**src/rtl/unified_mem_arbiter.sv**
```systemverilog
// Arbiter sharing one single-ported memory between the fetch port and the data port.
// The data port has fixed priority; a starvation counter forces a fetch win after STARVE_MAX data wins.
module unified_mem_arbiter #(
  parameter int ADDR_W     = 32,
  parameter int DATA_W     = 32,
  parameter int STARVE_MAX = 3
) (
  input  logic              clk,
  input  logic              rst_n,
  input  logic              if_req,
  input  logic [ADDR_W-1:0] if_addr,
  output logic [DATA_W-1:0] if_rdata,
  output logic              if_ack,
  input  logic              dm_req,
  input  logic              dm_we,
  input  logic [ADDR_W-1:0] dm_addr,
  input  logic [DATA_W-1:0] dm_wdata,
  output logic [DATA_W-1:0] dm_rdata,
  output logic              dm_ack,
  output logic              mem_req,
  output logic              mem_we,
  output logic [ADDR_W-1:0] mem_addr,
  output logic [DATA_W-1:0] mem_wdata,
  input  logic [DATA_W-1:0] mem_rdata,
  input  logic              mem_ready,
  output logic              stall_if,
  output logic              stall_mem,
  output logic              busy
);

  // state   | meaning
  // IDLE    | no access in flight, arbitrate on each edge
  // GNT_IF  | fetch access on the memory bus, waiting for mem_ready
  // GNT_DM  | data access on the memory bus, waiting for mem_ready
  localparam logic [1:0] ST_IDLE   = 2'd0;
  localparam logic [1:0] ST_GNT_IF = 2'd1;
  localparam logic [1:0] ST_GNT_DM = 2'd2;

  localparam logic [3:0] STARVE_LIM = 4'(STARVE_MAX);

  logic [1:0]        state_q, state_d;
  logic [3:0]        starve_q, starve_d;
  logic              mem_req_q, mem_req_d;
  logic              mem_we_q, mem_we_d;
  logic [ADDR_W-1:0] mem_addr_q, mem_addr_d;
  logic [DATA_W-1:0] mem_wdata_q, mem_wdata_d;
  logic              if_ack_q, if_ack_d;
  logic              dm_ack_q, dm_ack_d;
  logic [DATA_W-1:0] if_rdata_q, if_rdata_d;
  logic [DATA_W-1:0] dm_rdata_q, dm_rdata_d;

  logic eif, edm, if_forced;

  // A port is deaf in its own ack cycle so a held request is not granted twice.
  assign eif       = if_req & ~if_ack_q;
  assign edm       = dm_req & ~dm_ack_q;
  assign if_forced = eif & (starve_q == STARVE_LIM);

  always_comb begin
    state_d     = state_q;
    starve_d    = starve_q;
    mem_req_d   = mem_req_q;
    mem_we_d    = mem_we_q;
    mem_addr_d  = mem_addr_q;
    mem_wdata_d = mem_wdata_q;
    if_ack_d    = 1'b0;
    dm_ack_d    = 1'b0;
    if_rdata_d  = if_rdata_q;
    dm_rdata_d  = dm_rdata_q;

    case (state_q)
      ST_IDLE: begin
        if (edm && !if_forced) begin
          state_d     = ST_GNT_DM;
          mem_req_d   = 1'b1;
          mem_we_d    = dm_we;
          mem_addr_d  = dm_addr;
          mem_wdata_d = dm_wdata;
          // DM only wins with eif set while below the limit, so this never overflows.
          if (eif) starve_d = starve_q + 4'd1;
        end else if (eif) begin
          state_d    = ST_GNT_IF;
          mem_req_d  = 1'b1;
          mem_we_d   = 1'b0;
          mem_addr_d = if_addr;
          starve_d   = 4'd0;
        end
      end
      ST_GNT_IF: begin
        if (mem_ready) begin
          state_d    = ST_IDLE;
          mem_req_d  = 1'b0;
          mem_we_d   = 1'b0;
          if_ack_d   = 1'b1;
          if_rdata_d = mem_rdata;
        end
      end
      ST_GNT_DM: begin
        if (mem_ready) begin
          state_d   = ST_IDLE;
          mem_req_d = 1'b0;
          mem_we_d  = 1'b0;
          dm_ack_d  = 1'b1;
          if (!mem_we_q) dm_rdata_d = mem_rdata;
        end
      end
      default: begin
        state_d   = ST_IDLE;
        mem_req_d = 1'b0;
        mem_we_d  = 1'b0;
      end
    endcase
  end

  always_ff @(posedge clk or negedge rst_n) begin
    if (!rst_n) begin
      state_q     <= ST_IDLE;
      starve_q    <= 4'd0;
      mem_req_q   <= 1'b0;
      mem_we_q    <= 1'b0;
      mem_addr_q  <= '0;
      mem_wdata_q <= '0;
      if_ack_q    <= 1'b0;
      dm_ack_q    <= 1'b0;
      if_rdata_q  <= '0;
      dm_rdata_q  <= '0;
    end else begin
      state_q     <= state_d;
      starve_q    <= starve_d;
      mem_req_q   <= mem_req_d;
      mem_we_q    <= mem_we_d;
      mem_addr_q  <= mem_addr_d;
      mem_wdata_q <= mem_wdata_d;
      if_ack_q    <= if_ack_d;
      dm_ack_q    <= dm_ack_d;
      if_rdata_q  <= if_rdata_d;
      dm_rdata_q  <= dm_rdata_d;
    end
  end

  assign mem_req   = mem_req_q;
  assign mem_we    = mem_we_q;
  assign mem_addr  = mem_addr_q;
  assign mem_wdata = mem_wdata_q;
  assign if_ack    = if_ack_q;
  assign dm_ack    = dm_ack_q;
  assign if_rdata  = if_rdata_q;
  assign dm_rdata  = dm_rdata_q;
  assign stall_if  = if_req & ~if_ack_q;
  assign stall_mem = dm_req & ~dm_ack_q;
  assign busy      = (state_q != ST_IDLE);

endmodule
```
**config.mk**
```make
export PLATFORM = sky130hd
export DESIGN_NAME = unified_mem_arbiter
export DESIGN_NICKNAME = d
export VERILOG_FILES = /design/src/rtl/unified_mem_arbiter.sv
export SDC_FILE = /design/constraint.sdc
export NUM_CORES = 1
export LEC_CHECK = 0
export CELL_PAD_IN_SITES_DETAIL_PLACEMENT = 1
export CELL_PAD_IN_SITES_GLOBAL_PLACEMENT = 2
export CORE_UTILIZATION = 26
export DETAILED_ROUTE_END_ITERATION = 8
export PLACE_DENSITY = 0.93
export SYNTH_ARGS = -nofsm -noshare
export SYNTH_HDL_FRONTEND = slang
export SYNTH_SLANG_ARGS = --single-unit
```
**constraint.sdc**
```tcl
create_clock -name clk -period 2.6 [get_ports clk]
set_clock_uncertainty 0.15 [all_clocks]
set_input_delay 0.52 -clock clk [delete_from_list [all_inputs] [get_ports clk]]
set_output_delay 0.52 -clock clk [all_outputs]
set_load 0.005 [all_outputs]
```
==> results summary, run 1 <==
In this run the critical register-to-register path is captured at mem_addr[31]. The routability-driven placement congestion ratio came out at 0.729. The checks that failed: DRC.

Setup repair after global routing left no endpoint under its margin. The worst-case reg-to-reg path depth came out at 6. The largest net degree at the start of global routing came out at 63. STA classifies the critical path startpoint as an input pin. The clock tree buffer depth is 2.

The final setup TNS came out at 0 ns. Across every metal layer, demand over resource in global routing totals 0.163. The average vias per placed instance came out at 4.55.

The share of synthesized area in the top cell type comes to 0.590. The tree is rooted in a sky130_fd_sc_hd__clkbuf_16. The average routed wire per standard cell is between 15 and 20 um. The slack of the worst reg-to-reg path came out at 0.47 ns. The most common flop cell mapped by yosys is sky130_fd_sc_hd__dfrtp_1. The routed design has 18.1 mm of wire. The floorplan step defined a die boundary enclosing 0.0231 mm2. The launch point of the critical path is dm_req. The count of nets after finishing is 852. The largest driver fanout on the critical path is 4.

The Yosys warning count came out at 0. The signal on the critical path passes through clkdlybuf4s50_1 -> nand2b_1 -> inv_2 -> clkdlybuf4s50_1. The critical hold path startpoint is dm_rdata[6]. The number of port buffers came out at roughly 270. The critical path data arrival time is 1.82 ns. 0 antenna diodes ended up in the layout. A synthesized cell averages 13.4 um2. The maximum level of the CTS H-tree came out at 4. The kind of cell with the highest combined delay along the critical path is buffers and inverters.

The data required time at the worst endpoint is 1.93 ns. The leakage dissipation is between 0.004 and 0.005 uW. The class of the tightest hold or removal check is register to register. By area the synthesized netlist is led by sky130_fd_sc_hd__dfrtp_1 59%, sky130_fd_sc_hd__mux2_2 17%, sky130_fd_sc_hd__inv_1 4.5%.

The worst setup path is captured at a primary output. At the pin with the least slew margin, the transition time is 0.467 ns. The final critical delay including setup and external delays came out at 2.49 ns. The biggest area contributor in the post-synthesis netlist is sky130_fd_sc_hd__dfrtp_1. The worst slack on hold paths is 0.345 ns. The number of buffers and inverters on the critical path came out at 3. In this run, distinct cell masters in the synthesized netlist total 40. The cell type of the slowest stage on the worst timing path is sky130_fd_sc_hd__clkdlybuf4s50_1. TritonCTS built the clock tree.

The initial core utilization is 0.266. The total power density per cell area came out at 1160 mW/mm2. The post-layout total power is 11,100 uW. The clock-pin slew of the registers on the worst-case setup and hold paths came out at 0.06 ns. The max-slew violation count came out at 0. The number of nets handed over by synthesis was 575. The number of cells produced by synthesis is 437.

The number of register bits inferred by synthesis is 138. The largest incremental delay on the critical path is 0.54 ns. The flow ran to the end, but the final reports show violations. The number of remaining DRC errors is 34. The number of antenna violations at the first check in global routing came out at 0.

The clock latency of the later-clocked register in the worst-skew pair came out at 0.41 ns. The category of the most critical setup path is input pin to primary output. Counting flops with an async set or reset pin after synthesis yields a share of 1.00. The residual overflow from global routing is 0. The number of max-cap violations came out at 0. The number of buffers created by CTS came out at 17. The hold violation count in the final report is 0.

The number of global-route vias before repair came out at 5,241. The worst hold path depth is 1. The horizontal die dimension came out at 152 um. Of the cells placed in the final design, the portion with a size suffix greater than 1 is 0.217. The total number of vias is 4,583. The area overhead of the layout relative to synthesis is 62.6%.

The remaining number of nets flagged by the antenna check after routing came out at 0. The number of standard-cell rows in the floorplan came out at 54. The estimated wirelength of the detail-placed design is about 13 mm. The final number of setup-violating endpoints came out at 0. The number of DRC markers after the initial detailed-route iteration is 134. The clock sink count is 138. approximately 270 I/O pins were placed. The most repeated library cell on the critical path is sky130_fd_sc_hd__clkdlybuf4s50_1. The startpoint identified for the worst register-to-register timing path is state_q[0]. The number of synthesized flops with an enable pin is 0. The share of the clock period used by the worst path came out at 0.958. IR analysis of the VDD net gives a maximum drop of between 0.4 and 0.5 mV. For hold timing, the worst endpoint is dm_rdata[6].

After synthesis, the most frequently instantiated cells are 138 x sky130_fd_sc_hd__dfrtp_1, 89 x sky130_fd_sc_hd__mux2_2, 70 x sky130_fd_sc_hd__inv_1, 32 x sky130_fd_sc_hd__a211oi_1, 28 x sky130_fd_sc_hd__a221oi_1. The worst slew slack as a fraction of its limit came out at 0.688. In the post-synthesis netlist, the cell with the most instances is sky130_fd_sc_hd__dfrtp_1. Before antenna repair, the detailed router went through 6 iterations. The number of setup buffers added after CTS came out at 0. The first global-routing pass estimated 29.4 mm of wire.

The vertical extent of the die is between 150 and 200 um. The netlist area before placement came out at 0.00585 mm2. The core box area is 0.0220 mm2. The maximum operating frequency came out at 401 MHz. Of the synthesized area, sequential elements account for 0.590.
[kinds of logic (layout without fill, tap and decap cells)]
group / count (synthesis) / in the layout / synth area share
adder cells (fa/ha/maj): 4 / 4 / 0.00855
AO/OA/AOI/OAI: 80 / 80 / 0.114
buffers and inverters: 102 / 392 / 0.0789
flip-flops: 138 / 138 / 0.590
multiplexers: 96 / 96 / 0.189
AND/OR/NAND/NOR: 17 / 17 / 0.0199
[worst max path at each step]
stage / endpoint / slack [ns] / cells after the start
2_1_floorplan: mem_wdata[21] / 0.66 / 6
3_3_place_gp: stall_mem / 0.09 / 4
3_5_place_dp: stall_mem / 0.10 / 4
4_1_cts: busy / 0.02 / 4
5_1_grt: busy / 0.03 / 4
6_report: stall_mem / 0.11 / 4
[sequential cells by signal, indices dropped and copies added (netlist names)]
signal and count:
dm_rdata 32, mem_we 1, mem_req 1, if_rdata 32, mem_wdata 32, starve_q 4, if_ack 1, dm_ack 1
state_q 2, mem_addr 32
[placed cells by master (no fill, tap or decap), types with 3 or more instances in the layout]
master,count
sky130_fd_sc_hd__a211oi_1,32
sky130_fd_sc_hd__a21oi_1,4
sky130_fd_sc_hd__a221oi_1,28
sky130_fd_sc_hd__a221oi_2,4
sky130_fd_sc_hd__buf_12,6
sky130_fd_sc_hd__buf_4,13
sky130_fd_sc_hd__clkbuf_16,17
sky130_fd_sc_hd__clkdlybuf4s50_1,267
sky130_fd_sc_hd__clkinv_2,3
sky130_fd_sc_hd__clkinv_4,3
sky130_fd_sc_hd__dfrtp_1,138
sky130_fd_sc_hd__ha_1,3
sky130_fd_sc_hd__inv_1,70
sky130_fd_sc_hd__inv_6,6
sky130_fd_sc_hd__mux2_2,89
sky130_fd_sc_hd__mux2_4,6
sky130_fd_sc_hd__nand2b_1,3
sky130_fd_sc_hd__o21ai_0,3
[metrics by stage]
step                area (um2)  utilization  setup WS [ns]  std cells
floorplan                 5850            -          0.656        437
global placement          8910        0.406         0.0938        974
detailed placement        8910        0.406          0.101        974
CTS                       9510        0.433         0.0152       1007
global route              9510        0.433         0.0331       1007
finish                    9510        0.433          0.108       1007
[area by class of cell]
| type | count | area, um2 |
|---|---|---|
| fill | 2306 | 12400 |
| clock buffer | 17 | 425 |
| clock inverter | 15 | 161 |
| timing repair buffer | 288 | 2910 |
| inverter | 72 | 270 |
| tap | 280 | 350 |
| sequential | 138 | 3450 |
| multi-input combinational | 197 | 1940 |
[per-layer routing]
layer / wire, um / up-vias / global-route usage
li1: - / 2086 / -
met1: 7340 / 2303 / 0.194
met2: 8950 / 169 / 0.273
met3: 1350 / 25 / 0.0513
met4: 467 / 0 / 0.0690
met5: 0 / - / 0
[worst register-to-register path, stage by stage (launching register included)]
cell	delay [ns]
sky130_fd_sc_hd__dfrtp_1	0.38
sky130_fd_sc_hd__inv_1	0.12
sky130_fd_sc_hd__ha_2	0.27
sky130_fd_sc_hd__nand3b_1	0.36
sky130_fd_sc_hd__buf_4	0.35
sky130_fd_sc_hd__a211oi_1	0.27
sky130_fd_sc_hd__a221oi_1	0.08
[report_power, final]
group | switching, uW | internal [uW] | leakage (uW)
Clock | 1020 | 1430 | 0.000289
Sequential | 560 | 3210 | 0.00162
Combinational | 1730 | 3110 | 0.00219
[what timing repair did]
| item | 4_1_cts | 5_1_grt |
|---|---|---|
| hold buffers | 1 | 0 |
| hold endpoints to repair | 30 | 0 |
| resized for setup | 0 | 1 |
| endpoints found under the setup margin | 0 | 1 |
Note: power is estimated with default switching activity, not from simulation.
==> inputs of run 2 (changes only) <==
--- a/config.mk
+++ b/config.mk
@@ -5,11 +5,12 @@
 export SDC_FILE = /design/constraint.sdc
 export NUM_CORES = 1
 export LEC_CHECK = 0
+export ABC_AREA = 1
 export CELL_PAD_IN_SITES_DETAIL_PLACEMENT = 1
 export CELL_PAD_IN_SITES_GLOBAL_PLACEMENT = 2
-export CORE_UTILIZATION = 26
+export CORE_UTILIZATION = 23
 export DETAILED_ROUTE_END_ITERATION = 8
-export PLACE_DENSITY = 0.93
+export PLACE_DENSITY = 0.92
 export SYNTH_ARGS = -nofsm -noshare
 export SYNTH_HDL_FRONTEND = slang
 export SYNTH_SLANG_ARGS = --single-unit
==> run 2 against run 1 <==
Compared with the run above:
- die area is 16% higher
- final cell count is 31% higher
- sequential share of layout area is 0.87 points lower
- setup slack better by 0.044 ns
- the flow now finishes without violations
==> results summary, run 2 <==
The run finished with clean final reports. The residual overflow from global routing is 0 (unchanged). The post-layout total power came out at 10,900 uW (-1.5%). The final standard cell utilization of the core came out at 0.384 (-0.0495). The number of antenna violations at the first check in global routing came out at 0 (unchanged). The largest net degree at the start of global routing came out at 65 (+3.2%). The number of cells produced by synthesis was 713 (+63%). The number of port buffers is 268 (unchanged). The final setup TNS came to 0 ns (unchanged). The share of the clock period used by the worst path came out at 0.942 (-0.0169). The hold violation count in the final report came out at 0 (unchanged). The proportion of layout cells with a drive suffix above 1 is 0.0565 (-0.161). The number of standard-cell rows in the floorplan was 58 (+7.4%). The estimated wirelength of the detail-placed design came out at 14.3 mm (+9.0%). The transition time at the pin with the least slew margin came out at 0.540 ns (+0.0729 ns). The mean instance size in the synthesized netlist came to 8.43 um2 (-37%).

The average routed wire per standard cell came to 14.8 um (-18%). The worst slew slack as a fraction of its limit was 0.640 (-0.0476). The cell sitting at the root of the clock tree is a sky130_fd_sc_hd__clkbuf_16. The maximum operating frequency is 408 MHz (+1.8%). Setup repair after global routing left no endpoint under its margin.

The commonest cells after synthesis are 214 x sky130_fd_sc_hd__nand2_1, 138 x sky130_fd_sc_hd__dfrtp_1, 137 x sky130_fd_sc_hd__inv_1, 66 x sky130_fd_sc_hd__nand3_1, 54 x sky130_fd_sc_hd__o21ai_1. The number of synthesized flops with an enable pin is 0 (unchanged). The remaining number of nets flagged by the antenna check after routing is 0 (unchanged). The number of buffers created by CTS came to 17 (unchanged).

The routability-driven placement congestion ratio is 0.744 (+2.0%). The total number of vias is 5,463 (+19%). The number of register bits inferred by synthesis came out at 138 (unchanged). The final number of setup-violating endpoints was 0 (unchanged). The fill cell instance count of the final layout is 2,984 (+29%). The number of remaining DRC errors came to 0 (-100%). Summed over all instances, the cell type with the most area after synthesis is sky130_fd_sc_hd__dfrtp_1.

The number of setup buffers added after CTS is 0 (unchanged). The class of the tightest hold or removal check is register to register. The worst setup path is captured at a primary output. The clock tree buffer depth is 2 (unchanged).

The netlist area before placement is 0.00601 mm2 (+2.8%). The CTS tree is built. The clock-pin slew of the registers on the worst-case setup and hold paths is 0.06 ns (about the same). The signal on the critical path passes through clkdlybuf4s50_1 -> inv_2 -> nor2_4 -> clkdlybuf4s50_1. The number of optimization iterations in the first detailed-route pass came out at 4 (-2). The fraction of synthesized cell area taken by the top area cell type came to 0.574 (-0.0160). The initial core utilization is 0.237 (-0.0297).

The average vias per placed instance came out at 4.13 (-9.3%). The final wirelength is 19.6 mm (+8.3%). The cell with the most instances after synthesis is sky130_fd_sc_hd__nand2_1. The core box area is 0.0254 mm2 (+16%). The post-cts gate resize count was 0 (unchanged). The horizontal die dimension was 164 um (+7.7%). The worst voltage drop across the vdd grid was 0.451 mV (-9.2%). The largest incremental delay on the critical path came out at 0.55 ns (about the same).

The max-slew violation count is 0 (unchanged). Leaving out fill and tap cells, the most frequent cell in the layout is sky130_fd_sc_hd__clkdlybuf4s50_1. The largest driver fanout on the critical path is 3 (-1). The worst slack on hold paths was 0.326 ns (-0.0190 ns).

The share of synthesized flip-flops with an asynchronous set or reset is 1.00 (unchanged). The most used flip-flop cell after synthesis is sky130_fd_sc_hd__dfrtp_1. The count of nets after finishing is 1,117 (+31%). The die footprint is 0.0268 mm2 (+16%).

The total power density per cell area is 1120 mW/mm2 (-3.9%). The hold buffer count at CTS came out at 1 (unchanged). The final cell count without fillers is 1,323 (+31%).

The number of DRC markers after the initial detailed-route iteration is 221 (+65%). The clock sink count is 138 (unchanged). The Yosys warning count came out at 0 (unchanged).

The worst setup path is of the input pin to primary output kind. From synthesis to final layout, the design area changed by 62.1%. The leakage dissipation came out at 0.00482 uW (+18%).

The library cells used most frequently in the layout, excluding fill and tap cells, are 267 x sky130_fd_sc_hd__clkdlybuf4s50_1, 213 x sky130_fd_sc_hd__nand2_1, 138 x sky130_fd_sc_hd__dfrtp_1. The critical path data arrival time came out at 1.78 ns (-0.04 ns). The maximum level of the CTS H-tree is 4 (unchanged).

The vertical extent of the die came out at 164 um (+7.7%). The clock latency of the later-clocked register in the worst-skew pair came out at 0.42 ns (about the same). The post-synth net total is 851 (+48%).

The total global routing track utilization came out at 0.151 (-0.0123). The data required time at the worst endpoint is 1.93 ns (about the same). The count of cell types in the netlist is 20 (-50%). The global-route wire length before repair came out at 31.1 mm (+5.9%). The placed instance count came to 1,289 (+32%). The number of global-route vias before repair is 5,750 (+9.7%). The number of top-level design ports is 269 (unchanged). By area the synthesized netlist is led by sky130_fd_sc_hd__dfrtp_1 57%, sky130_fd_sc_hd__nand2_1 13%, sky130_fd_sc_hd__inv_1 8.6%. STA classifies the critical path startpoint as an input pin. The cell type of the slowest stage on the worst timing path is sky130_fd_sc_hd__clkdlybuf4s50_1. The most numerous cell type found on the critical path is sky130_fd_sc_hd__clkdlybuf4s50_1. The post-synthesis sequential area ratio is 0.574 (-0.0160). The number of max-cap violations came out at 0 (unchanged).

The final critical delay including setup and external delays came out at 2.45 ns (-0.0439 ns).
[run 2: cell families (layout without fill, tap and decap cells)]
group | after synthesis | after routing | share of synthesized area
compound gates | 101 | 101 | 0.0845
xor+xnor | 1 | 1 | 0.00146
fa+ha+maj | 4 | 4 | 0.00832
buf+inv | 175 | 454 | 0.126
flops | 138 | 138 | 0.574
other cells | 0 | 1 | 0
simple gates | 294 | 294 | 0.205
[run 2: layer usage]
metal | GRT usage | vias to the layer above | wire length, um
met5 | 0 | - | 0
li1 | - | 2697 | -
met3 | 0.0598 | 15 | 1600
met2 | 0.257 | 170 | 9700
met4 | 0.0383 | 0 | 197
met1 | 0.176 | 2581 | 8110
[run 2: final timing paths]
check / start / to / slack, ns / cells after the start
max: if_req / stall_if / 0.15 / 4
min: mem_addr[22] / mem_addr[22] / 0.33 / 2
max reg2reg: if_ack / starve_q[3] / 0.73 / 6
min reg2reg: mem_addr[22] / mem_addr[22] / 0.33 / 2
max in group asynchronous: rst_n / dm_rdata[8] / 1.13 / 3
min in group asynchronous: rst_n / mem_addr[9] / 0.49 / 2
[run 2: per-stage QoR]
step	cell area [um2]	setup WS, ns
4_1_cts	9750	0.119
3_3_place_gp	9050	0.110
2_1_floorplan	6010	1.01
6_report	9750	0.152
5_1_grt	9750	0.0652
3_5_place_dp	9050	0.0513
[run 2: power breakdown]
group / total (uW) / internal (uW) / switching, uW
clock network: 2850 / 1830 / 1030
logic: 4330 / 2460 / 1870
registers: 3710 / 3150 / 560
total: 10900 / 7440 / 3450
[run 2: critical path: cells and delay by family]
family | cells | cell delay [ns]
simple gates | 1 | 0.17
buf+inv | 3 | 1.09
[run 2: final cells by class]
cell class / instances / area [um2] / share of cell area
sequential: 138 / 3450 / 0.354
clock buffer: 17 / 425 / 0.0436
clock inverter: 15 / 259 / 0.0266
multi-input combinational: 400 / 1800 / 0.185
tap: 330 / 413 / 0.0424
timing repair buffer: 282 / 2870 / 0.294
inverter: 140 / 526 / 0.0539
antenna: 1 / 2.50 / 0.000257
==> inputs of run 3 (changes only) <==
--- a/config.mk
+++ b/config.mk
@@ -6,11 +6,12 @@
 export NUM_CORES = 1
 export LEC_CHECK = 0
 export ABC_AREA = 1
-export CELL_PAD_IN_SITES_DETAIL_PLACEMENT = 1
+export CELL_PAD_IN_SITES_DETAIL_PLACEMENT = 2
 export CELL_PAD_IN_SITES_GLOBAL_PLACEMENT = 2
 export CORE_UTILIZATION = 23
 export DETAILED_ROUTE_END_ITERATION = 8
 export PLACE_DENSITY = 0.92
+export SLEW_MARGIN = 0
 export SYNTH_ARGS = -nofsm -noshare
 export SYNTH_HDL_FRONTEND = slang
 export SYNTH_SLANG_ARGS = --single-unit
==> run 3 against run 2 <==
Compared with the run above:
- critical path depth unchanged
- power up 0.14%
- via count up 5.9%
- largest cell class unchanged
==> results summary, run 3 (same netlist as run 2, synthesis figures left out) <==
The number of antenna violations at the first check in global routing came out at 1 (+1). The CTS tree is built. The routability-driven placement congestion ratio came to 0.744 (unchanged).

The transition time at the pin with the least slew margin came out at 0.532 ns (-0.00793 ns). The number of port buffers is 268 (unchanged). The placement-stage worst setup slack came out at 0.0188 ns (-0.0325 ns). The tightest min-delay check is of the register to register type.

The worst register-to-register path ends at starve_q[2]. The total number of vias came out at 5,785 (+5.9%). The area overhead of the layout relative to synthesis came out at 61.4%. The number of global-route vias before repair is 6,385 (+11%). The maximum operating frequency came out at 405 MHz (-0.87%). The number of remaining DRC errors is 0 (unchanged). The critical path ends at stall_if. The final number of setup-violating endpoints is 0 (unchanged). The count of nets after finishing was 1,117 (unchanged). The critical path data arrival time is 1.80 ns (+0.02 ns).

Tracing the worst setup path back leads to its startpoint at if_req. The proportion of layout cells with a drive suffix above 1 is 0.0554 (-0.00101). Leaving out fill and tap cells, the most frequent cell in the layout is sky130_fd_sc_hd__clkdlybuf4s50_1. The horizontal die dimension came out at 164 um (unchanged). The clock latency of the later-clocked register in the worst-skew pair came out at 0.42 ns (about the same).

The vertical extent of the die came out at 164 um (unchanged). The total global routing track utilization came out at 0.173 (+0.0218). The worst-case reg-to-reg path depth is 6 (unchanged). The part of the total power dissipated in the clock network came out at 0.245 (-0.017). The sequential fraction of design power was 0.345 (+0.004).

The number of setup buffers added after CTS is 0 (unchanged). The least setup slack across all paths after layout is 0.131 ns (-0.0214 ns). The die footprint is 0.0268 mm2 (unchanged). The residual overflow from global routing is 0 (unchanged).

The estimated wirelength of the detail-placed design is 17.0 mm (+19%). The largest net degree at the start of global routing is 65 (unchanged). The final critical delay including setup and external delays came out at 2.47 ns (+0.0214 ns). The worst slack on hold paths came out at 0.336 ns (+0.00951 ns). The final wirelength is 22.7 mm (+16%).

The remaining number of nets flagged by the antenna check after routing came to 0 (unchanged). The initial core utilization came out at 0.237 (unchanged). The number of max-cap violations was 0 (unchanged). The number of optimization iterations in the first detailed-route pass came out at 4 (unchanged). The core box area came out at 0.0254 mm2 (unchanged). The fraction of power consumed by combinational cells is 0.410 (+0.013). The average routed wire per standard cell came to 17.1 um (+15%). The net switching component of the power came out at 3660 uW (+5.9%). The proportion of total power due to net switching is 0.335 (+0.0182). The data required time at the worst endpoint is 1.93 ns (about the same).

Setup repair after global routing left no endpoint under its margin. The total power density per cell area is 1120 mW/mm2 (+0.59%). The kind of start point of the critical path is an input pin. The clock-pin slew of the registers on the worst-case setup and hold paths is 0.07 ns (about the same).

The share of the clock period used by the worst path is 0.950 (+0.00823). The number of top-level design ports is 269 (unchanged). The root buffer cell is sky130_fd_sc_hd__clkbuf_16. The post-layout total power came out at 10,900 uW (+0.14%).

The number of DRC markers after the initial detailed-route iteration is 253 (+14%). The largest driver fanout on the critical path is 3 (unchanged). The worst slew slack as a fraction of its limit was 0.645 (+0.00529). The leakage dissipation came to 0.00479 uW (-0.53%). The worst setup path is captured at a primary output. The number of standard-cell rows in the floorplan is 58 (unchanged). The run finished with clean final reports. The hold violation count in the final report was 0 (unchanged).

The clock tree buffer depth is 2 (unchanged). The critical path is of the input pin to primary output type. The internal power of the cells came out at 7250 uW (-2.5%). The beginning of the worst register-to-register path is if_ack. The maximum level of the CTS H-tree came out at 4 (unchanged). The max-slew violation count was 0 (unchanged). The global-route wire length before repair is 35.2 mm (+13%). Leaving out fill and tap cells, the most frequent cells in the layout are 267 x sky130_fd_sc_hd__clkdlybuf4s50_1, 213 x sky130_fd_sc_hd__nand2_1, 138 x sky130_fd_sc_hd__dfrtp_1. The worst hold path depth came to 2 (unchanged). The clock sink count was 138 (unchanged). The average vias per placed instance is 4.37 (+5.8%). The slack of the worst reg-to-reg path was 0.69 ns (-0.04 ns).

The worst voltage drop across the vdd grid is 0.383 mV (-15%). The number of buffers created by CTS is 17 (unchanged). The final setup TNS is 0 ns (unchanged).
-- run 3: routing by layer --
layer / part of all wire / vias to the layer above / GRT usage / wire length, um
li1: - / 2705 / - / -
met1: 0.39 / 2879 / 0.186 / 8760
met2: 0.53 / 179 / 0.321 / 12000
met3: 0.068 / 22 / 0.0525 / 1540
met4: 0.015 / 0 / 0.0526 / 343
met5: 0 / - / 0 / 0
-- run 3: per-stage QoR --
| stage | std cells | instance area (um2) | util |
|---|---|---|---|
| 2_1_floorplan | 713 | 6010 | - |
| 5_1_grt | 1322 | 9700 | 0.382 |
| 6_report | 1324 | 9700 | 0.382 |
| 4_1_cts | 1322 | 9700 | 0.382 |
| 3_3_place_gp | 1289 | 9050 | 0.356 |
| 3_5_place_dp | 1289 | 9050 | 0.356 |
-- run 3: area by class of cell --
type / instances / area [um2]
Fill cell: 2840 / 15700
Sequential cell: 138 / 3450
Timing Repair Buffer: 282 / 2870
Multi-Input combinational cell: 400 / 1800
Inverter: 140 / 526
Clock buffer: 18 / 429
Tap cell: 330 / 413
Clock inverter: 14 / 209
Antenna cell: 2 / 5.00
-- run 3: worst min path at each step --
stage / end / start
6_report: mem_addr[11] / mem_addr[11]
5_1_grt: mem_addr[10] / mem_addr[10]
4_1_cts: mem_addr[27] / mem_addr[27]
3_5_place_dp: mem_addr[24] / mem_addr[24]
3_3_place_gp: mem_addr[9] / mem_addr[9]
2_1_floorplan: dm_ack / rst_n
-- run 3: power by group through the flow --
| stage | Clock (uW) | Combinational [uW] | Sequential (uW) |
|---|---|---|---|
| 6_report | 2670 | 4470 | 3770 |
| 5_1_grt | 2830 | 4940 | 3880 |
| 4_1_cts | 2750 | 4580 | 3790 |
| 3_5_place_dp | 0 | 4530 | 3800 |
| 3_3_place_gp | 0 | 4310 | 3700 |
| 2_1_floorplan | 0 | 1560 | 3770 |
-- run 3: critical path, stage by stage --
cell	delay, ns
sky130_fd_sc_hd__clkdlybuf4s50_1	0.50
sky130_fd_sc_hd__inv_2	0.05
sky130_fd_sc_hd__nor2_4	0.18
sky130_fd_sc_hd__clkdlybuf4s50_1	0.55
-- run 3: timing repair --
item                                   CTS  global route
gates resized for setup                  0             0
hold buffers                             1             0
endpoints found under the hold margin   46             0
